$ cat src/rtl/req4_rr_arbiter.sv
// Four-requester round-robin arbiter with a bounded hold time.
// A grant is issued one cycle after requests are seen in IDLE. It lasts until
// the holder signals done, drops its request or reaches HOLD_MAX cycles. Each
// grant is followed by a one-cycle GAP before the next arbitration.
module req4_rr_arbiter #(
    parameter int HOLD_MAX = 8
) (
    input  logic       clk,
    input  logic       rst,
    input  logic [3:0] req,
    input  logic       done,
    output logic [3:0] gnt,
    output logic [1:0] gnt_id,
    output logic       gnt_vld,
    output logic [7:0] hold_cnt
);

    localparam logic [7:0] HOLD_CNT_MAX = 8'(HOLD_MAX);

    typedef enum logic [1:0] {
        S_IDLE  = 2'd0,
        S_GRANT = 2'd1,
        S_GAP   = 2'd2
    } state_t;

    state_t     state_reg, state_next;
    logic [1:0] ptr_reg, ptr_next;
    logic [3:0] gnt_reg, gnt_next;
    logic [1:0] gnt_id_reg, gnt_id_next;
    logic [7:0] hold_cnt_reg, hold_cnt_next;

    // The request vector is rotated so that bit 0 is the requester at ptr.
    // The lowest set bit of the rotated vector is the next winner.
    logic [3:0] rot_req;
    logic [1:0] pick_ofs;
    logic [1:0] pick_id;
    logic       grant_exit;

    genvar gi;
    generate
        for (gi = 0; gi < 4; gi++) begin : g_rot
            assign rot_req[gi] = req[ptr_reg + 2'(gi)];
        end
    endgenerate

    // Priority-encode the rotated requests (the lowest offset wins).
    always_comb begin
        pick_ofs = 2'd0;
        for (int k = 3; k >= 0; k--) begin
            if (rot_req[k]) begin
                pick_ofs = 2'(k);
            end
        end
    end

    assign pick_id = ptr_reg + pick_ofs;

    // A grant ends on release, on withdrawal of the holder's request, or on timeout.
    // Several of these can be true together, but the result is still one exit.
    assign grant_exit = done | ~req[gnt_id_reg] | (hold_cnt_reg == HOLD_CNT_MAX);

    // State and registered outputs. Reset overrides every other input.
    always_ff @(posedge clk) begin
        if (rst) begin
            state_reg    <= S_IDLE;
            ptr_reg      <= 2'd0;
            gnt_reg      <= 4'b0000;
            gnt_id_reg   <= 2'd0;
            hold_cnt_reg <= 8'd0;
        end else begin
            state_reg    <= state_next;
            ptr_reg      <= ptr_next;
            gnt_reg      <= gnt_next;
            gnt_id_reg   <= gnt_id_next;
            hold_cnt_reg <= hold_cnt_next;
        end
    end

    // Next-state logic: IDLE -> GRANT -> GAP -> IDLE.
    always_comb begin
        state_next = state_reg;
        case (state_reg)
            S_IDLE:  if (req != 4'b0000) state_next = S_GRANT;
            S_GRANT: if (grant_exit)     state_next = S_GAP;
            S_GAP:                       state_next = S_IDLE;
            default:                     state_next = S_IDLE;
        endcase
    end

    // Next values of the grant, the hold counter and the pointer.
    // done is only examined in GRANT. Request changes from requesters other
    // than the holder are only considered at the next IDLE arbitration.
    always_comb begin
        ptr_next      = ptr_reg;
        gnt_next      = 4'b0000;
        gnt_id_next   = 2'd0;
        hold_cnt_next = 8'd0;
        case (state_reg)
            S_IDLE: begin
                if (req != 4'b0000) begin
                    gnt_next      = 4'b0001 << pick_id;
                    gnt_id_next   = pick_id;
                    hold_cnt_next = 8'd1;
                end
            end
            S_GRANT: begin
                if (grant_exit) begin
                    ptr_next = gnt_id_reg + 2'd1;
                end else begin
                    gnt_next      = gnt_reg;
                    gnt_id_next   = gnt_id_reg;
                    hold_cnt_next = hold_cnt_reg + 8'd1;
                end
            end
            default: begin
            end
        endcase
    end

    assign gnt      = gnt_reg;
    assign gnt_id   = gnt_id_reg;
    assign gnt_vld  = |gnt_reg;
    assign hold_cnt = hold_cnt_reg;

endmodule

$ cat config.mk
export PLATFORM = sky130hd
export DESIGN_NAME = req4_rr_arbiter
export DESIGN_NICKNAME = d
export VERILOG_FILES = /design/src/rtl/req4_rr_arbiter.sv
export SDC_FILE = /design/constraint.sdc
export NUM_CORES = 1
export LEC_CHECK = 0
export CORE_MARGIN = 5
export CORE_UTILIZATION = 30
export CTS_CLUSTER_DIAMETER = 60
export DETAILED_ROUTE_END_ITERATION = 8
export PLACE_DENSITY = 0.54
export SLEW_MARGIN = 20
export SYNTH_ARGS = -nofsm -noshare
export SYNTH_HDL_FRONTEND = slang
export SYNTH_SLANG_ARGS = --single-unit
$ cat constraint.sdc
create_clock -name clk -period 7.31 [get_ports clk]
set_clock_uncertainty 0.15 [all_clocks]
set_input_delay 1.462 -clock clk [delete_from_list [all_inputs] [get_ports clk]]
set_output_delay 1.462 -clock clk [all_outputs]
set_load 0.01 [all_outputs]
* Word-level counts from Yosys, hierarchy flattened *
Cells that the tools add are included.
Widths: inputs -> output; s select.

operators by class
  equal/unequal tests = 4
  reduce and logical (&&, ||, !) cells = 5
  shift operators = 1
  add/sub/neg operators = 6
  muxes and demuxes = 26
  bitwise logic cells = 3
  order comparisons = 5

operators with widths
  operator             number
  $mux 2               8
  $pmux 8 s2           1
  $lt 2x3->1 const B   5
  $bmux 1 s2           5
  $add 8x1->8 const B  1
  $eq 8x4->1 const B   1
  $mux 4               2
  $mux 8               1
  $pmux 2 s2           2
  $pmux 4 s2           1
  $mux 1               6
  $add 2x1->2 const B  2
  $add 2x2->2 const B  2
  $ne 2x2->1 const B   2
  $reduce_and 2->1     2
  $reduce_bool 4->1    1
  $reduce_or 4->1      1
  $shl 1x2->4 const A  1
  $add 2x2->2          1
  $eq 2x1->1 const B   1
  $logic_not 2->1      1
  $or 1x1->1           2
  $not 1->1            1

storage, ports and cells
  flip-flop bits (word level) = 18
  bits of input ports = 7

* Longest topological paths before layout *
  depth after elaboration = 11
  depth in mapped cells = 11
  mapped depth without buffers = 10

* Worst setup path before layout *
OpenSTA, ideal clock, no wires.

  path type = input to register
  start point = input port req[0]
  end point = register gnt_reg[1], in the netlist gnt[1]
  setup time = 122 ps
  path buffers = 1
  setup slack = 3980 ps
  stages on the path = 8
  arrival time = 3058 ps
  cells stage by stage = buf_6 > or4_1 > o2111ai_1 > ha_1 > xor2_1 > nor2_1 > and3_1 > a221o_1

on the way
  word-level cells in the longest chain between the ends = 10

ends and longest elaborated chain
  element                       RTL line  RTL
  from (decl)                   10        input logic [3:0] req,
  $bmux 1 s2                    42        assign rot_req[gi] = req[ptr_reg + 2'(gi)];
  $mux 1 (implied by the code)  42
  $mux 2 (4 in a row)           50        if (rot_req[k]) begin
  $add 2x2->2                   56        assign pick_id = ptr_reg + pick_ofs;
  $shl 1x2->4                   101       gnt_next = 4'b0001 << pick_id;
  $mux 4                        100       if (req != 4'b0000) begin
  $pmux 4 s2                    98        case (state_reg)
  to (signal assigned)          73        gnt_reg <= gnt_next;
  to (decl)                     28        logic [3:0] gnt_reg, gnt_next;

Parallel ways exist; a longest one is shown, timed or not. The select of a mux whose other input is x is not followed.
A chain may end at the register's enable or synchronous reset.

* Worst setup path after layout *
Ends and elaborated chain as after synthesis.

==> summary.txt <==
STA
  • Setup slack of the critical path after layout: between 3 and 4 ns
  • Normalized max-slew margin: 71.4%
  • Tmin final: approximately 3.7 ns
  • Slew at the pin closest to its max-slew limit: 0.427 ns
  • Max Clk Rate: 273 MHz
  • Final number of hold-violating endpoints: 0
  • Final Max Slew Viols: 0
  • Part of the cycle the worst path needs: 50.1%
  • Number of failing setup endpoints in the final timing report: 0
  • Final sum of negative setup slack: 0 ns
  • Setup repair after global routing missed its margin: no

Clock network
  • CTS H-tree lvls: 1
  • Clock Pin Slew Worst Setup and Hold Paths: 0.09 ns
  • Total clock buffers created by CTS: 3
  • Clock tree from TritonCTS: yes
  • Post-CTS Hold Buffers: 0
  • Count of clock tree sinks: 18
  • Master cell of the clock root buffer: clkbuf_4
  • Source-to-sink clock delay at the later pin of the worst-skew pair: 0.28 ns
  • Clock Tree Buf Depth: 2
  • PostCTS Resize Cnt: 0
  • Setup repair bufs after CTS: 0

Setup path
  • Worst EP required: 7.34 ns
  • Critical path type: primary input to flip-flop
  • Number of buffer and inverter stages on the critical path: 1
  • Critical Path End Type: flip-flop
  • Peak per-stage delay on the critical path: 0.57 ns
  • Top fanout value on the critical path: 10
  • Arrival time reported for the critical path endpoint: 3.69 ns
  • Type of origin of the critical path: primary input
  • Critical path cell sequence: clkdlybuf4s50_1 > or4_1 > o2111ai_1 > ha_1 > xor2_1 > nor2_1 > and3_1 > a221o_1
  • CP max stage cell: clkdlybuf4s50_1
  • Dominant delay contributor by cell family on the critical path: simple AND/OR/NAND/NOR gates

Layout
  • Layout cells sized above 1: 8.51%
  • Number of inserted filler cells in the final layout: between 300 and 400
  • Area of the multi-input gates: 631 µm²
  • Final Instance Area: around 0.0013 mm²
  • Synth-to-layout area growth: 24.3%
  • Number of antenna diodes: 0
  • Max reg flops: 8
  • Storage element area: 360 µm²
  • # nets final: 153

Yosys
  • Post-Synthesis Mean Instance Area: 8.57 µm²
  • Post-Synthesis Net Count: 132
  • Summed instance area of the synthesized netlist: between 0.001 and 0.0015 mm²
  • Register area share after synthesis: 34.4%
  • Synthesis-stage register bit count: 18
  • Total number of yosys warnings: 0
  • Number of distinct standard cells referenced by the synthesized netlist: 41
  • Post-synthesis cell count: ~120

Global routing
  • Largest net degree at the start of global routing: 12
  • Total overflow reported by the global router: 0
  • Global-route wire length before repair: 4110 µm
  • Number of global-route vias before repair: 939
  • GRT Util Overall: 10.2%
  • Initial antenna violation count: 0

Power and ir drop
  • Relative contribution of combinational cells to total power: between 20% and 30%
  • Sw Pwr: roughly 0.073 mW
  • Cell internal pwr: 0.162 mW
  • Reg power frac: 50.0%
  • Net switching fraction of the power: 30.9%
  • LEAKAGE: around 0.47 nW
  • Final Power: 0.235 mW
  • Max VDD drop: between 0.04 and 0.05 mV
  • Power Dens Cells: 181 mW/mm²
  • Clock network fraction of design power: a little over 20%

Flow run
  • Max-capacitance violation count: 0

Floorplanning
  • I/O pins: 22
  • Horizontal extent of the die: 69.1 µm
  • Core area: 0.00336 mm²
  • Die outline height: ~70 µm
  • Full die area: about 0.0048 mm²
  • Std-Cell Rows: 21
  • Effective utilization at floorplan: 31.1%

Detailed routing
  • Average detailed-routed wire length per instance: about 12 µm
  • DRC violation count after routing: 0
  • Antenna Violating Nets Remaining: 0
  • Number of iterations in the first detailed-routing pass: 4
  • Total via count after detailed routing: 932
  • Wire length after detailed routing: 2300 µm
  • Vias per std cell: 4.98
  • Iter 0 DRT Violations: 25

Outcome
  • Outcome: finished, final reports clean

Placed design
  • Count of buffers inserted at the top-level ports: 21
  • Pre-CTS setup slack: 3.38 ns
  • Cell area reported after detailed placement: 0.00128 mm²
  • Post-DP HPWL: ~1800 µm
  • Global placement routability congestion: a little over 0.8

Worst hold path
  • Path category of the worst min-delay check: flip-flop to flip-flop
## path summary, 6_finish.rpt
| check | startpoint | endpoint | slack (ns) | cells after the start |
|---|---|---|---|---|
| max | req[0] | gnt[1]$_SDFFE_PP0P_ | 3.65 | 8 |
| min | gnt[2]$_SDFFE_PP0P_ | gnt[2]$_SDFFE_PP0P_ | 0.35 | 2 |
| max reg2reg | ptr_reg[0]$_SDFFE_PP0P_ | gnt[1]$_SDFFE_PP0P_ | 4.97 | 7 |
| min reg2reg | gnt[2]$_SDFFE_PP0P_ | gnt[2]$_SDFFE_PP0P_ | 0.35 | 2 |
## tightest hold or removal path: cells and delay by family (launching register included)
kind | cells | cell delay, ns
compound gates | 1 | 0.07
flops | 1 | 0.33
simple gates | 1 | 0.06
## Yosys cell counts
library cell,n,area share (%)
buf_6,1,1.1
o21ai_0,2,0.96
xor2_1,6,5.0
inv_1,5,1.8
buf_4,2,1.4
a221o_1,2,1.9
mux4_2,1,2.2
a32o_1,1,0.96
nor3_1,3,1.4
nor3_2,1,0.96
o32ai_1,1,0.84
and3_1,4,2.4
xnor2_1,3,2.5
o21ai_1,2,0.96
nand3_1,7,3.3
buf_2,2,0.96
or4_4,1,1.1
nor2_2,1,0.60
o211ai_2,1,1.2
nand2_1,9,3.2
o2111ai_1,1,0.84
a22oi_1,1,0.72
nor2_1,21,7.5
or3_4,1,1.1
dfxtp_1,18,34
o31ai_1,1,0.72
nand4bb_1,1,1.1
nand2b_1,2,1.2
o32a_4,1,2.2
a221oi_1,1,0.84
o211ai_1,3,2.2
or3_1,3,1.8
or2_2,1,0.60
ha_1,3,3.6
a21oi_1,1,0.48
or4_1,2,1.4
nor2b_1,2,1.2
nand3_2,1,0.96
a32oi_1,1,0.84
mux2i_1,1,0.96
and2_1,1,0.60
## layout by cell type (no fill, tap or decap), drive strengths merged, types with 2 or more instances in the layout
| master | synthesis | layout |
|---|---|---|
| o21ai | 4 | 4 |
| a221o | 2 | 2 |
| ha | 3 | 3 |
| nor2 | 22 | 22 |
| nand3 | 8 | 8 |
| clkdlybuf4s50 | 0 | 21 |
| xnor2 | 3 | 3 |
| nand2 | 9 | 9 |
| dfxtp | 18 | 18 |
| xor2 | 6 | 6 |
| and3 | 4 | 4 |
| o211ai | 4 | 4 |
| nor2b | 2 | 2 |
| or3 | 4 | 4 |
| inv | 5 | 5 |
| or4 | 3 | 3 |
| nor3 | 4 | 4 |
| clkbuf | 0 | 3 |
| nand2b | 2 | 2 |
## cell type report
class                   instances  area share, %
inverters                       5           1.44
clock buffers                   3           1.73
well taps                      46           4.43
multi-input cells              94           48.5
repair buffers                 21           16.2
flip-flops and latches         18           27.7
## metrics by stage
stage          utilization [%]  hold slack [ns]  std cells
6_report                  38.7            0.347        187
5_1_grt                   38.7            0.391        187
4_1_cts                   38.7            0.351        187
3_5_place_dp              38.0            0.337        184
3_3_place_gp              38.0            0.333        184
2_1_floorplan                -            0.356        122
## power by group through the flow
stage / logic, mW / clock network (mW) / registers (mW)
CTS: 0.0709 / 0.0510 / 0.118
global route: 0.0785 / 0.0547 / 0.120
floorplan: 0.0454 / 0 / 0.117
global placement: 0.0694 / 0 / 0.120
detailed placement: 0.0706 / 0 / 0.120
finish: 0.0700 / 0.0477 / 0.118
## metal layers
layer  GRT usage [%]  up-vias  share of wire, %
met5               0        -                 0
met4            5.21        0               1.2
met2            18.3       18                50
met1            11.6      438                45
met3            1.45        2               3.8
li1                -      474                 -
## logic make-up (layout without fill, tap and decap cells)
group / Yosys count / count (layout) / synth area share, %
compound gates: 19 / 19 / 15.6
xor+xnor: 9 / 9 / 7.54
fa+ha+maj: 3 / 3 / 3.59
buf+inv: 10 / 29 / 5.26
flops: 18 / 18 / 34.5
mux: 2 / 2 / 3.11
simple gates: 61 / 61 / 30.5
(Power assumes the default switching activity.)
